File: src/rtl/vram_pkg.sv
// Shared constants and FSM encoding for the CPU-side screen VRAM bridge.
package vram_pkg;

  localparam int VRAM_ADDR_W = 13;
  localparam int VRAM_DATA_W = 16;

  localparam logic [14:0] SCREEN_BASE = 15'h4000;
  // Top two Hack address bits that select the 8K-word screen window.
  localparam logic [1:0]  WIN_SEL     = SCREEN_BASE[14:13];

  typedef enum logic [1:0] {
    IDLE = 2'd0,
    RD1  = 2'd1,
    RD2  = 2'd2,
    FILL = 2'd3
  } state_t;

endpackage

File: src/rtl/vram_fill_engine.sv
// Fill engine: pending request, latched fill word, address counter, busy/done.
module vram_fill_engine #(
  parameter int ADDR_W     = 13,
  parameter int DATA_W     = 16,
  parameter int FILL_WORDS = 8192
) (
  input  logic              clk,
  input  logic              rst,
  input  logic              fill_start,
  input  logic [DATA_W-1:0] fill_value,
  input  logic              go,
  input  logic              in_fill,
  output logic              pending,
  output logic              busy,
  output logic              done,
  output logic              fill_last,
  output logic [ADDR_W-1:0] fill_addr,
  output logic [DATA_W-1:0] fill_data
);

  localparam logic [ADDR_W:0] LAST_CNT = (ADDR_W+1)'(FILL_WORDS - 1);

  // One extra bit so the counter cannot wrap before the last word is issued.
  logic [ADDR_W:0]   cnt;
  logic [DATA_W-1:0] value_q;
  logic              last_q;

  assign fill_last = (cnt == LAST_CNT);
  assign fill_addr = cnt[ADDR_W-1:0];
  assign fill_data = value_q;

  always_ff @(posedge clk) begin
    if (rst) begin
      pending <= 1'b0;
      busy    <= 1'b0;
      done    <= 1'b0;
      last_q  <= 1'b0;
      cnt     <= '0;
    end else begin
      // done trails the final write by one cycle, aligned with wren dropping.
      last_q <= in_fill && fill_last;
      done   <= last_q;
      if (go) begin
        pending <= 1'b0;
        busy    <= 1'b1;
        cnt     <= '0;
      end else begin
        if (fill_start && !in_fill)
          pending <= 1'b1;
        if (in_fill) begin
          cnt <= cnt + 1'b1;
          if (fill_last)
            busy <= 1'b0;
        end
      end
    end
  end

  always_ff @(posedge clk) begin
    if (go)
      value_q <= fill_value;
  end

endmodule

File: src/rtl/vram_cpu_bridge.sv
// CPU front end for VRAM port A: screen-window decode, registered writes,
// stalled fixed-latency reads and a hardware fill engine.
module vram_cpu_bridge import vram_pkg::*; #(
  parameter int ADDR_W     = VRAM_ADDR_W,
  parameter int DATA_W     = VRAM_DATA_W,
  parameter int FILL_WORDS = 8192
) (
  input  logic              clk,
  input  logic              rst,
  input  logic [14:0]       cpu_addr,
  input  logic [DATA_W-1:0] cpu_wdata,
  input  logic              cpu_we,
  input  logic              cpu_re,
  output logic [DATA_W-1:0] cpu_rdata,
  output logic              cpu_rvalid,
  output logic              cpu_stall,
  input  logic              fill_start,
  input  logic [DATA_W-1:0] fill_value,
  output logic              fill_busy,
  output logic              fill_done,
  output logic [ADDR_W-1:0] vram_address,
  output logic [DATA_W-1:0] vram_data,
  output logic              vram_wren,
  input  logic [DATA_W-1:0] vram_q
);

  state_t            state, state_nxt;
  logic              hit, hit_req, go;
  logic              pending, fill_last;
  logic [ADDR_W-1:0] fill_addr;
  logic [DATA_W-1:0] fill_data;
  logic [ADDR_W-1:0] addr_d;
  logic [DATA_W-1:0] data_d, rdata_d;
  logic              wren_d, rvalid_d;

  assign hit     = (cpu_addr[14:13] == WIN_SEL);
  assign hit_req = hit && (cpu_we || cpu_re);

  vram_fill_engine #(
    .ADDR_W     (ADDR_W),
    .DATA_W     (DATA_W),
    .FILL_WORDS (FILL_WORDS)
  ) u_fill (
    .clk        (clk),
    .rst        (rst),
    .fill_start (fill_start),
    .fill_value (fill_value),
    .go         (go),
    .in_fill    (state == FILL),
    .pending    (pending),
    .busy       (fill_busy),
    .done       (fill_done),
    .fill_last  (fill_last),
    .fill_addr  (fill_addr),
    .fill_data  (fill_data)
  );

  always_ff @(posedge clk) begin
    if (rst) state <= IDLE;
    else     state <= state_nxt;
  end

  always_comb begin
    state_nxt = state;
    case (state)
      IDLE: begin
        // A write wins over a simultaneous read; CPU hits win over a pending fill.
        if (hit_req && !cpu_we) state_nxt = RD1;
        else if (!hit_req && pending) state_nxt = FILL;
      end
      RD1:  state_nxt = RD2;
      RD2:  state_nxt = IDLE;
      FILL: if (fill_last) state_nxt = IDLE;
      default: state_nxt = IDLE;
    endcase
  end

  always_comb begin
    addr_d    = vram_address;
    data_d    = vram_data;
    rdata_d   = cpu_rdata;
    wren_d    = 1'b0;
    rvalid_d  = 1'b0;
    cpu_stall = 1'b0;
    go        = 1'b0;
    case (state)
      IDLE: begin
        if (hit_req) begin
          addr_d = cpu_addr[ADDR_W-1:0];
          if (cpu_we) begin
            data_d = cpu_wdata;
            wren_d = 1'b1;
          end
        end else if (pending) begin
          go = 1'b1;
        end
      end
      RD1: cpu_stall = 1'b1;
      RD2: begin
        cpu_stall = 1'b1;
        rdata_d   = vram_q;
        rvalid_d  = 1'b1;
      end
      FILL: begin
        cpu_stall = 1'b1;
        addr_d    = fill_addr;
        data_d    = fill_data;
        wren_d    = 1'b1;
      end
      default: ;
    endcase
  end

  // Port-A and CPU read-data register stage
  always_ff @(posedge clk) begin
    if (rst) begin
      vram_address <= '0;
      vram_data    <= '0;
      vram_wren    <= 1'b0;
      cpu_rdata    <= '0;
      cpu_rvalid   <= 1'b0;
    end else begin
      vram_address <= addr_d;
      vram_data    <= data_d;
      vram_wren    <= wren_d;
      cpu_rdata    <= rdata_d;
      cpu_rvalid   <= rvalid_d;
    end
  end

endmodule

File: config.mk
export PLATFORM = sky130hd
export DESIGN_NAME = vram_cpu_bridge
export DESIGN_NICKNAME = d
export VERILOG_FILES = /design/src/rtl/vram_pkg.sv /design/src/rtl/vram_fill_engine.sv /design/src/rtl/vram_cpu_bridge.sv
export SDC_FILE = /design/constraint.sdc
export NUM_CORES = 1
export LEC_CHECK = 0
export BUFFER_PORTS_ARGS = -buffer_cell sky130_fd_sc_hd__clkbuf_2
export CAP_MARGIN = 15
export CELL_PAD_IN_SITES_DETAIL_PLACEMENT = 1
export CELL_PAD_IN_SITES_GLOBAL_PLACEMENT = 2
export CORE_AREA = 8 8 115 117
export CTS_CLUSTER_DIAMETER = 200
export DETAILED_ROUTE_END_ITERATION = 10
export DIE_AREA = 0 0 123 125
export PLACE_DENSITY = 0.74
export REMOVE_ABC_BUFFERS = 1
export SLEW_MARGIN = 30
export SYNTH_ARGS = -nofsm -noshare
export SYNTH_HDL_FRONTEND = slang
export SYNTH_SLANG_ARGS = --single-unit
File: constraint.sdc
create_clock -name clk -period 2.3 [get_ports clk]
set_input_delay 0.115 -clock clk [delete_from_list [all_inputs] [get_ports clk]]
set_output_delay 0.115 -clock clk [all_outputs]
set_load 0.01 [all_outputs]
==> flow_metrics.tcl, run 1 <==
set metrics [dict create \
    status "finished clean" \
    cts_buffers 9 \
    syn_area_per_cell_um2 10.7 \
    clock_sinks 83 \
    arrival_ns 2.36 \
    clk_pin_slew_ns 0.06 \
    ctsHoldBuffers 16 \
    slew_headroom 0.598 \
    synth-seq-cells 83 \
    final_max_slew_viol_count 0 \
    async_flop_share 0 \
    tightest_slew_ns 0.603 \
    htreeDepth 3 \
    gp_congestion 0.749 \
    yosys_warnings 0 \
    track_usage 0.128 \
    leakagePower_nw 1.87 \
    synth-main-ff-cell "dfxtp_1" \
    critPathMaxFanout 5 \
    io-pin-count 118 \
    cp-startpoint "u_fill.cnt[0]" \
    antenna_found_initial 0 \
    drtPass1Iterations 4 \
    design_area_mm2 0.00459 \
    chipWidth_um 123 \
    synthCells 313 \
    clk_path_buf_depth 2 \
    worstSetupPathType "flip-flop to flip-flop" \
    area_growth_pct 37.1 \
    power_mw 4.59 \
    grt_pass1_wl_mm 15.6 \
    postPlaceCellArea_mm2 0.00412 \
    rows 40 \
    coreArea_mm2 0.0116 \
    clk_latency_ns 0.33 \
    period_share 0.929 \
    ant_nets 0 \
    port_buffers 117 \
    synth_edf_count 16 \
    vias 2763 \
    finalHoldViolCount 0 \
    drt-wirelength-per-cell_um 15.9 \
    hold_path_class "input pin to flip-flop" \
    cp-end-kind "flip-flop" \
    viasPerCell 4.62 \
    cts_tree "done" \
    startpoint_type "flip-flop" \
    drt_wl_total_mm 9.48 \
    root_buffer "clkbuf_16" \
    synth.distinct_cells 40 \
    synth_most_common_cell "dfxtp_1" \
    synth.area.top_cells "dfxtp_1 (40%), edfxtp_1 (14%), mux2i_1 (14%)" \
    netlist_area_mm2 0.00335 \
    grt.overflow.total 0 \
    n_antenna_cell 0 \
    synth_top_area_cell "dfxtp_1" \
    hold_start "vram_q[11]" \
    synth_seq_area_share 0.544 \
    fp.dieH_um 125 \
    layout-drive-gt1-share 0.326 \
    maxCapViolations 0 \
    fmax_mhz 468 \
    post-cts-setup-buffers 0 \
    synth_commonest_cells "dfxtp_1 (67), nor2_1 (62), mux2i_1 (46)" \
    powerDensity_mw_per_mm2 1000 \
    yosysTopAreaCellShare 0.400 \
    crit_required_ns 2.52 \
    rsz0062_at_grt "no" \
    grt_start_max_net_pins 37 \
    setup-violations-final 0 \
    drt_iter0_drc 81 \
    post_cts_resize_count 0 \
    drc_errors 0 \
    grt_pass1_vias 3019 \
    nNetsFinal 520 \
    peakVddDrop_mv 0.399 \
    initial_utilization 0.289 \
    period_minus_slack_ns 2.14 \
    reg2reg_from "u_fill.cnt[0]" \
    hpwl_mm 6.93 \
    die_area_mm2 0.0154 \
    fin_skew_ns 0.00304 \
]
-- metal layers --
metal | wire [um] | global-route usage
met1 | 4020 | 0.148
met2 | 4700 | 0.216
met3 | 593 | 0.0392
met4 | 176 | 0.0489
met5 | 0 | 0
-- cell type report --
type / instances / area, um^2
Clock inverter: 2 / 35.0
Multi-Input combinational cell: 205 / 1440
Tap cell: 147 / 184
Clock buffer: 14 / 275
Fill cell: 1324 / 7020
Sequential cell: 83 / 1820
Inverter: 7 / 26.3
Timing Repair Buffer: 140 / 811
-- per-stage QoR --
stage	setup WS [ns]	setup TNS (ns)	hold WS, ns	utilization	instances
floorplan	-0.576	-12.59	0.184	-	295
global placement	0.216	0	0.296	0.355	566
detailed placement	0.153	0	0.297	0.355	566
CTS	0.143	0	0.0104	0.396	598
global route	0.0467	0	0.0110	0.396	598
finish	0.164	0	0.0220	0.396	598
-- flip-flops by register name (all words and copies together), names as in the netlist, 2 cells and up --
name and flops:
cpu_rdata 16, u_fill.fill_data 16, vram_data 16, u_fill.cnt 14, vram_address 13, state 2
-- worst max-delay path, stage by stage (launching register included) --
cell and delay, ns:
dfxtp_1 0.40, ha_1 0.26, nand4_2 0.18, or4_4 0.59
a22oi_2 0.24, mux2_2 0.35
-- logic make-up after synthesis --
family,share of synthesized area
flops,0.544
buf+inv,0.0299
simple gates,0.142
mux,0.141
compound gates,0.0930
xor+xnor,0.0288
fa+ha+maj,0.0224
-- power breakdown --
part / internal (mW) / switching (mW) / total [mW] / leakage, nW
combinational: 0.553 / 0.713 / 1.27 / 1.03
clock: 0.936 / 0.547 / 1.48 / 0.152
sequential: 1.73 / 0.117 / 1.84 / 0.693
total: 3.22 / 1.38 / 4.59 / 1.87
-- path summary, 6_finish.rpt --
| path | endpoint | cells past startpoint | slack [ns] |
|---|---|---|---|
| setup / recovery | state[1] | 5 | 0.16 |
| hold reg to reg | u_fill.done | 1 | 0.44 |
| setup reg to reg | state[1] | 5 | 0.16 |
| hold / removal | cpu_rdata[11] | 3 | 0.02 |
-- cells in the final DEF, fill, tap and decap left out, types with 2 or more instances in the layout --
cell,instances
nor2b_1,2
nand2b_1,5
nand4_1,2
clkbuf_1,3
a311oi_1,2
clkbuf_2,117
ha_1,5
edfxtp_1,16
mux2i_1,46
nor3_1,4
dlygate4sd3_1,16
nor4_1,2
inv_1,7
xnor2_1,8
dfxtp_1,67
clkbuf_16,10
buf_4,6
nand2_1,7
a211oi_1,29
xor2_1,3
o21ai_0,2
nand3_1,3
a21oi_1,4
nor2_1,62
(Power assumes the default switching activity.)
==> run 2: changes to the inputs <==
Settings changed: ABC_AREA from default to 1, CORE_AREA 8 8 115 117 to 8 8 123 125, DIE_AREA 0 0 123 125 to 0 0 131 133.
==> flow_metrics.tcl, run 2 <==
set metrics [dict create \
    drt_wl_total_mm 11.4 \
    fin_skew_ns 0.00545 \
    critPathMaxFanout 15 \
    synth-seq-cells 83 \
    cts_tree "done" \
    nNetsFinal 665 \
    instances_no_fill 772 \
    clock_sinks 83 \
    finalHoldViolCount 0 \
    mostFrequentLayoutCell "nand2_1" \
    fillers 1611 \
    period_minus_slack_ns 1.86 \
    synth-main-ff-cell "dfxtp_1" \
    synthCells 448 \
    chipWidth_um 131 \
    clk_pin_slew_ns 0.06 \
    post_cts_resize_count 0 \
    powerDensity_mw_per_mm2 1080 \
    period_share 0.808 \
    async_flop_share 0 \
    fp.dieH_um 133 \
    clk_path_buf_depth 2 \
    rrSetupSlack_ns 0.44 \
    clk_latency_ns 0.34 \
    yosysTopAreaCellShare 0.373 \
    n_antenna_cell 0 \
    drc_errors 0 \
    cts_buffers 9 \
    layout_common_cells "nand2_1 (120), clkbuf_2 (117), dfxtp_1 (67)" \
    fmax_mhz 538 \
    syn_area_per_cell_um2 8.03 \
    synth_seq_area_share 0.507 \
    final.setup.worst_slack_ns 0.441 \
    gp_congestion 0.757 \
    root_buffer "clkbuf_16" \
    maxCapViolations 0 \
    coreArea_mm2 0.0131 \
    place_inst 730 \
    final_max_slew_viol_count 0 \
    synth.area.top_cells "dfxtp_1 (37%), edfxtp_1 (13%), nand2_1 (13%)" \
    synth_top_area_cell "dfxtp_1" \
    place_ws_ns 0.413 \
    grt_pass1_vias 3719 \
    port_buffers 117 \
    synth.distinct_cells 31 \
    arrival_ns 2.09 \
    drt_iter0_drc 129 \
    synth_commonest_cells "nand2_1 (120), dfxtp_1 (67), nor2_1 (60)" \
    grt.overflow.total 0 \
    grt_pass1_wl_mm 18.5 \
    ant_nets 0 \
    leakagePower_nw 2.30 \
    area_growth_pct 37.8 \
    grt_start_max_net_pins 31 \
    synth_most_common_cell "nand2_1" \
    rsz0062_at_grt "no" \
    yosys_warnings 0 \
    hold_path_class "input pin to flip-flop" \
    worstSetupPathType "flip-flop to flip-flop" \
    track_usage 0.134 \
    viasPerCell 4.42 \
    antenna_found_initial 0 \
    layout-drive-gt1-share 0.270 \
    tightest_slew_ns 0.462 \
    slew_headroom 0.692 \
    drtPass1Iterations 4 \
    peakVddDrop_mv 0.403 \
    die_area_mm2 0.0174 \
    fin_util 0.379 \
    status "finished clean" \
    vias 3414 \
    synth_edf_count 16 \
    netlist_area_mm2 0.00360 \
    io-pin-count 118 \
    cp-end-kind "flip-flop" \
    crit_required_ns 2.53 \
    htreeDepth 3 \
    rows 42 \
    setup-violations-final 0 \
    setup_tns_ns 0 \
    hpwl_mm 8.47 \
    initial_utilization 0.275 \
    startpoint_type "flip-flop" \
    drt-wirelength-per-cell_um 14.7 \
]
run 2: per-layer routing:
layer  vias to the layer above  global-route usage  wire length [um]
met5                         -                   0                 0
met4                         0              0.0498               162
met3                        13              0.0305               745
met2                        85               0.220              5220
met1                      1579               0.165              5240
li1                       1737                   -                 -
run 2: cell type report:
cell class | count | area (um^2) | share of cell area
timing repair buffer | 154 | 941 | 0.190
multi-input combinational | 314 | 1530 | 0.309
inverter | 29 | 109 | 0.0220
clock inverter | 6 | 104 | 0.0210
sequential | 83 | 1820 | 0.368
clock buffer | 10 | 229 | 0.0462
tap | 176 | 220 | 0.0444
run 2: timing repair:
| item | in CTS | in global routing |
|---|---|---|
| hold buffers | 26 | 0 |
| buffers inserted | 0 | 0 |
| endpoints found under the hold margin | 26 | 0 |
run 2: cell families (layout without fill, tap and decap cells):
| kind of cell | after synthesis | count (layout) | synth area share |
|---|---|---|---|
| flip-flops | 83 | 83 | 0.507 |
| XOR/XNOR | 2 | 2 | 0.00487 |
| AO/OA/AOI/OAI | 68 | 68 | 0.111 |
| buffers and inverters | 51 | 199 | 0.0678 |
| adder cells (fa/ha/maj) | 6 | 6 | 0.0209 |
| AND/OR/NAND/NOR | 238 | 238 | 0.289 |
run 2: worst paths after layout:
| path | start | to | cells past startpoint |
|---|---|---|---|
| max | state[0] | vram_address[0] | 7 |
| min | vram_q[5] | cpu_rdata[5] | 3 |
| max reg2reg | state[0] | vram_address[0] | 7 |
| min reg2reg | u_fill.last_q | u_fill.done | 2 |
run 2: worst max-delay path, stage by stage (launching register included):
cell,delay [ns]
dfxtp_1,0.34
inv_1,0.12
ha_1,0.36
nand3_1,0.15
nand2_1,0.30
buf_4,0.28
nand3_1,0.09
o211a_1,0.11
run 2: report_power, final:
group	internal, mW	switching [mW]
clock network	1.05	0.576
registers	1.81	0.163
logic	0.638	1.12
total	3.50	1.85
run 2: stage by stage:
step / hold WS [ns] / instance area, um^2 / total power, mW
floorplan: 0.184 / 3460 / 2.98
global placement: 0.292 / 4360 / 3.72
detailed placement: 0.294 / 4360 / 3.78
CTS: 0.000874 / 4950 / 5.49
global route: 0.00517 / 4950 / 5.73
finish: 0.0132 / 4950 / 5.35
